--- config.mk ---
export PLATFORM = sky130hd
export DESIGN_NAME = magnitude_frame_ctrl
export DESIGN_NICKNAME = d
export VERILOG_FILES = /design/src/rtl/magnitude_frame_ctrl.sv
export SDC_FILE = /design/constraint.sdc
export NUM_CORES = 1
export LEC_CHECK = 0
export CORE_MARGIN = 5
export CORE_UTILIZATION = 47
export DETAILED_ROUTE_END_ITERATION = 6
export PLACE_DENSITY_LB_ADDON = 0.05
export SETUP_SLACK_MARGIN = 0.4
export SKIP_LAST_GASP = 1
export SLEW_MARGIN = 40
export SYNTH_ARGS = -nofsm -noshare
export SYNTH_HDL_FRONTEND = slang
export SYNTH_SLANG_ARGS = --single-unit
--- constraint.sdc ---
create_clock -name i_clk -period 1.98 [get_ports i_clk]
set_clock_uncertainty 0.05 [all_clocks]
set_input_delay 0.297 -clock i_clk [delete_from_list [all_inputs] [get_ports i_clk]]
set_output_delay 0.297 -clock i_clk [all_outputs]
set_load 0.05 [all_outputs]
--- src/rtl/magnitude_frame_ctrl.sv ---
`timescale 1ns/1ps
// Frame sequencer for the gradient-magnitude stage: gates the magnitude unit, counts
// position and delays position/flag tags by PIPE_LAT. Optional macro: MAG_BORDER_FLAG_EN.
module magnitude_frame_ctrl #(
  parameter int IMG_W    = 640,
  parameter int IMG_H    = 480,
  parameter int PIPE_LAT = 1
) (
  input  logic                       i_clk,
  input  logic                       i_rst_n,
  input  logic                       i_start,
  input  logic                       i_pix_valid,
  output logic                       o_mag_en,
  output logic                       o_out_valid,
  output logic [$clog2(IMG_W)-1:0]   o_col,
  output logic [$clog2(IMG_H)-1:0]   o_row,
  output logic                       o_sof,
  output logic                       o_eol,
  output logic                       o_eof,
  output logic                       o_border,
  output logic                       o_busy,
  output logic                       o_done
);
  localparam int CW = $clog2(IMG_W);
  localparam int RW = $clog2(IMG_H);

  typedef enum logic [1:0] {IDLE, RUN, DRAIN, DONE} state_t;

  typedef struct packed {
    logic [CW-1:0] col;
    logic [RW-1:0] row;
    logic          sof;
    logic          eol;
    logic          eof;
    logic          border;
  } tag_t;

  state_t        state_q, state_d;
  logic [CW-1:0] col_q, col_d;
  logic [RW-1:0] row_q, row_d;
  logic          accept, last_col, last_row, drained;
  tag_t          tag_in;
  tag_t          tag_q [PIPE_LAT:1];
  logic [PIPE_LAT:1] vld_q;

  assign accept   = (state_q == RUN) && i_pix_valid;
  assign last_col = (col_q == CW'(IMG_W-1));
  assign last_row = (row_q == RW'(IMG_H-1));

  always_comb begin
    tag_in     = '0;
    tag_in.col = col_q;
    tag_in.row = row_q;
    tag_in.sof = (col_q == '0) && (row_q == '0);
    tag_in.eol = last_col;
    tag_in.eof = last_col && last_row;
`ifdef MAG_BORDER_FLAG_EN
    tag_in.border = (col_q == '0) || last_col || (row_q == '0) || last_row;
`else
    tag_in.border = 1'b0;
`endif
  end

  // The last stage is already on the outputs, so the frame is drained once
  // every earlier stage is empty; that puts o_done PIPE_LAT+1 after the last pixel.
  always_comb begin
    drained = 1'b1;
    for (int i = 1; i < PIPE_LAT; i++)
      if (vld_q[i]) drained = 1'b0;
  end

  always_comb begin
    state_d = state_q;
    col_d   = col_q;
    row_d   = row_q;
    unique case (state_q)
      IDLE:  if (i_start) state_d = RUN;
      RUN:   if (accept) begin
               if (last_col) begin
                 col_d = '0;
                 if (last_row) begin
                   row_d   = '0;
                   state_d = DRAIN;
                 end else begin
                   row_d = row_q + 1'b1;
                 end
               end else begin
                 col_d = col_q + 1'b1;
               end
             end
      DRAIN: if (drained) state_d = DONE;
      DONE:  state_d = IDLE;
      default: state_d = IDLE;
    endcase
  end

  always_ff @(posedge i_clk or negedge i_rst_n) begin
    if (!i_rst_n) begin
      state_q <= IDLE;
      col_q   <= '0;
      row_q   <= '0;
    end else begin
      state_q <= state_d;
      col_q   <= col_d;
      row_q   <= row_d;
    end
  end

  // Tag pipe advances every cycle; only the input stage depends on accept.
  always_ff @(posedge i_clk or negedge i_rst_n) begin
    if (!i_rst_n) begin
      vld_q <= '0;
      for (int i = 1; i <= PIPE_LAT; i++) tag_q[i] <= '0;
    end else begin
      vld_q[1] <= accept;
      tag_q[1] <= accept ? tag_in : '0;
      for (int i = 2; i <= PIPE_LAT; i++) begin
        vld_q[i] <= vld_q[i-1];
        tag_q[i] <= tag_q[i-1];
      end
    end
  end

  assign o_mag_en    = accept;
  assign o_out_valid = vld_q[PIPE_LAT];
  assign o_col       = tag_q[PIPE_LAT].col;
  assign o_row       = tag_q[PIPE_LAT].row;
  assign o_sof       = tag_q[PIPE_LAT].sof;
  assign o_eol       = tag_q[PIPE_LAT].eol;
  assign o_eof       = tag_q[PIPE_LAT].eof;
  assign o_border    = tag_q[PIPE_LAT].border;
  assign o_busy      = (state_q != IDLE);
  assign o_done      = (state_q == DONE);
endmodule
# Yosys cells after proc, flatten, opt, wreduce, memory -nomap -nowiden
# Cells that the tools add are included.
# classes
magnitude_cmp	0
div_mod_pow	0
eq_ne	9
bitwise_logic	0
n_mul	0
shift	0
reduce_logical	10
n_addsub	2
n_mux	8
# ops
op	n
23-bit two-way mux	1
10-bit by 1-bit adder with 10-bit output (second input constant)	1
10-bit equality test (second input constant)	1
10-bit logical NOT	1
10-bit two-way mux	1
9-bit by 1-bit adder with 9-bit output (second input constant)	1
9-bit equality test (second input constant)	1
9-bit logical NOT	1
9-bit two-way mux	1
2-bit two-way mux	4
2-bit != test (second input constant)	4
2-bit case mux with 4 select lines	1
2-bit equality test (second input constant)	2
4-bit AND reduction	1
1-bit logical AND	3
3-bit AND reduction	1
2-bit by 1-bit equality test with 1-bit output (second input constant)	1
2-bit logical NOT	1
2-bit AND reduction	1
2-bit nonzero test	1
# word_totals
ff_bits	45
elab_cells	39
in_bits	4
latch_bits	0
ram_bits	0
mem_count	0
rom_bits	0
output_inout_bits	27

# Depth between registers and ports, before layout
# logic_depth
word_depth	5
ltp_mapped	9
mapped_depth_nobuf	7

# Worst setup path before layout
# Ideal clock, no wire load.
# synth_timing
path_kind	register to register
startpoint	register state_q[1]
endpoint	register col_q[8]
slack_ns	-0.232
setup_ns	0.066
t_required_ns	1.864
period_less_slack_ns	2.212
path_stages_with_launch	9
t_arrival_ns	2.096
cell_sequence	dfrtp_1 > inv_1 > ha_1 > nand2_1 > clkbuf_1 > inv_1 > nand2_1 > or4_1 > nand2_1
# synth_via
elab_chain_len	3
# synth_lines
element	line_no	source
start, declared	38	state_t state_q, state_d;
start signal, assigned	103	state_q <= state_d;
2-bit by 1-bit equality test with 1-bit output	46	assign accept = (state_q == RUN) && i_pix_valid;
1-bit logical AND	46	
via o_mag_en	13	output logic o_mag_en,
2-bit AND reduction (no source line)	n/a	
end signal, assigned	104	col_q <= col_d;
end, declared	39	logic [CW-1:0] col_q, col_d;
# The timed path passes the listed nets, and every way through them passes these cells.
# A chain may end at the register's enable or synchronous reset.

# Worst setup path after layout
# layout_timing
startpoint	register state_q[1]
endpoint	register row_q[6]
# layout_via
elab_chain_len	3
# layout_lines
element	line_no	source
2-bit by 1-bit equality test with 1-bit output *	46, 76	
1-bit logical AND	46	
3-bit AND reduction (no source line) *	n/a	
end signal, assigned	105	row_q <= row_d;
end, declared	40	logic [RW-1:0] row_q, row_d;
# Mark *: on every way between the ends. The rest lies on a longest branch, timed or not.

==> implementation parameters <==
Parameter                              Value

Logic synthesis
  Dominant combinational cell family by area after synthesis    simple AND/OR/NAND/NOR gates
  Sequential area share after synthesis    55.94%
  Multiplexer share of the synthesized area    1.017%
  Share of synthesized flip-flops with an asynchronous set or reset    100.0%
  Area share of the largest cell type after synthesis    55.94%
  Post-synthesis cell count    186
  Area of the mapped netlist    1968 um2
  Cell taking the most area after synthesis    dfrtp_1
  Top post-synthesis cells by area    dfrtp_1 56%, ha_1 5.7%, and3_1 3.5%
  Unique cell type count in the Yosys netlist    38
  Synth Area in Compound Gates    6.929%
  Leading cell type by number of instances after synthesis    dfrtp_1
  Simple-gate area share of the yosys netlist    22.70%
  Synth Flop Type    dfrtp_1
  Warnings from Yosys    0
  Area share of xor/xnor cells in the synthesized design    2.670%
  Most common library cells after synthesis    44 x dfrtp_1, 15 x inv_1, 14 x nand2_1
  Number of enable flip-flop cells after synthesis    0
  Synthesized flop and latch total    44
  Post-Synthesis Net Count    199
  Synthesized-area fraction occupied by adder cells    5.722%
  Per-instance average area after synthesis    10.58 um2

STA
  Post-route fraction of the period consumed by the critical path    100.6%
  Unrepaired setup endpoints after global routing    true
  Final-layout worst hold slack    13.90 ps
  Min Tclk post-route    1993 ps
  Final-report setup violation count    2
  Setup WS post-layout    -12.69 ps
  Fmax    0.5018 GHz
  Tightest Pin Transition    545.3 ps
  Relative slew slack    63.65%
  Setup TNS    -23.67 ps
  Final Max Tran Viols    0
  Final Hold Violating Endpoints    0

Min path
  HP Class    in -> async

Status
  Status    complete, but fails checks
  Violated checks    setup timing

Cells and area
  Final net count    273
  Cell area after layout    2992 um2
  Number of non-filler instances in the completed layout    311
  Count of antenna diodes in the layout    0
  Layout cells sized above 1    36.40%
  Synthesis-to-finish area growth    52.00%

GRT
  GR Overflow Total    0
  Total GRT Usage    19.61%
  Antenna violations before repair    0
  Maximum number of pins on one net before global-route repair    45
  Wire length of the first global-routing pass    8245 um
  Vias in the first global route    1693

CTS
  Clk buf depth    2
  Clock root buffer    clkbuf_8
  Source-to-sink clock delay at the later pin of the worst-skew pair    300 ps
  Number of buffers created by CTS    5
  Number of clock sinks    44
  Clock transition at the register clock pins on the worst setup and hold paths after CTS    90 ps
  Clock tree from TritonCTS    done
  H-tree depth    2

Routing
  Total vias in the final route    1683
  Final wirelength    5202 um
  Number of violations reported at the end of detailed-routing iteration 0    111
  Mean number of vias per cell    5.412
  Routed wire length per instance    16.73 um
  Detail Route Antenna Nets    0
  TritonRoute pass-1 iters    4
  Residual DRC count    0

Place
  Placed Instances    282
  Detail Placement HPWL    3168 um
  Post-Place Cell Area    2506 um2
  Global placement routability congestion    0.8760
  Number of I/O port buffers    29

Floorplan
  Area of the die    5582 um2
  Number of top-level design ports    31
  Effective utilization at floorplan    48.85%
  Core Area    4029 um2
  Rows    23
  Die height    74.71 um
  Die width    74.71 um

Critical path
  Buffers and inverters on the worst path    3
  Worst Path Arrival    2160 ps
  Worst path max stage delay    580 ps
  Worst-path maximum fanout    7
  Worst path depth    8
  Required time of the critical path    2140 ps
  Kind of end point of the critical path    flop
  Number of cells traversed by the worst register-to-register path    8
  Ordered cell list for the critical path    inv_2 -> ha_4 -> nand2_4 -> or4_4 -> clkinvlp_4 -> buf_6 -> nand3_1 -> mux2i_1
  Largest delay contributor family on the critical path    simple AND/OR/NAND/NOR gates
  CP Class    reg -> reg
  Highest-delay cell along the critical path    or4_4
  Worst Setup Start Kind    flop

Power and ir drop
  P_int    1980 uW
  Power density cells    1068 nW/um2
  Switching power    1215 uW
  Worst IR drop on VDD    0.6937 mV
  Clock share of power    21.7%
  Leakage dissipation    0.001552 uW
  Sequential power share    34.2%
  Switching part of the total power    38.03%
  Share of power burned in combinational logic    44.1%

Job
  Reported max-cap violation count    0
final timing paths:
kind,start,slack (ps),endpoint
worst max-delay path,state_q[1],-10,row_q[6]
worst min-delay path,i_rst_n,10,o_col[5]
worst max register to register,state_q[1],-10,row_q[6]
worst min register to register,col_q[6],510,col_q[6]
max in group asynchronous,i_rst_n,1490,o_col[2]
min in group i_clk,col_q[6],510,col_q[6]
routing by layer:
| layer | GRT usage (%) | share of wire, % |
|---|---|---|
| met4 | 5.534 | 1.4 |
| met3 | 4.406 | 6.1 |
| met2 | 32.88 | 50 |
| met5 | 0 | 0 |
| met1 | 25.65 | 42 |
timing repair:
action,in CTS,in global routing
gates resized for setup,54,33
hold buffers,0,0
setup buffers,12,9
setup endpoints to repair,46,26
pin swaps,14,9
flip-flops by register name (all words and copies together), names as in the netlist:
name	cells
col_q	10
o_col	10
o_row	9
row_q	9
state_q	2
o_eof	1
o_eol	1
o_out_valid	1
o_sof	1
area by class of cell:
type                       count  area (um2)
sequential                    44        1101
fill                         286        1037
multi-input combinational    119       959.7
timing repair buffer          75       690.7
clock buffer                   5       68.82
inverter                      15       66.31
tap                           50       62.56
clock inverter                 3       42.54
cell usage in the layout, fill, tap and decap left out, types with 3 or more instances in the layout:
| cell type | n |
|---|---|
| dfrtp_1 | 44 |
| nand4_1 | 5 |
| clkbuf_8 | 5 |
| nor3_4 | 3 |
| inv_1 | 10 |
| ha_1 | 6 |
| dlygate4sd2_1 | 23 |
| xnor2_1 | 6 |
| clkinvlp_4 | 3 |
| nor2_1 | 10 |
| buf_6 | 17 |
| nand2_1 | 11 |
| and3_1 | 11 |
| nor4_1 | 3 |
| nand3_1 | 9 |
| buf_4 | 29 |
power groups by stage:
stage	registers (uW)	logic [uW]	clock network (uW)
finish	1090	1410	694
global placement	1110	1120	0
detailed placement	1110	1150	0
CTS	1090	1290	698
floorplan	1310	491	0
global route	1110	1520	737
per-stage QoR:
stage	setup WS, ps	total power (uW)	utilization, %
after floorplan	-43.72	1801	-
after global placement	-161.5	2223	62.21
after detailed placement	-214.2	2256	62.21
after CTS	13.59	3081	69.63
after global routing	-90.64	3363	74.25
final	-12.69	3194	74.25
worst reg2reg max path: stages (launching register included):
cell and delay (ps):
dfrtp_1 400, inv_2 90, ha_4 150, nand2_4 50, or4_4 580, clkinvlp_4 180
buf_6 150, nand3_1 90, mux2i_1 170
cells by family (layout without fill, tap and decap cells):
group,count (synthesis),after routing
compound gates,21,21
xor+xnor,6,6
fa+ha+maj,9,9
buf+inv,23,98
flops,44,44
mux,2,2
other cells,1,1
simple gates,80,80
Power figures use the tool's default switching activity.
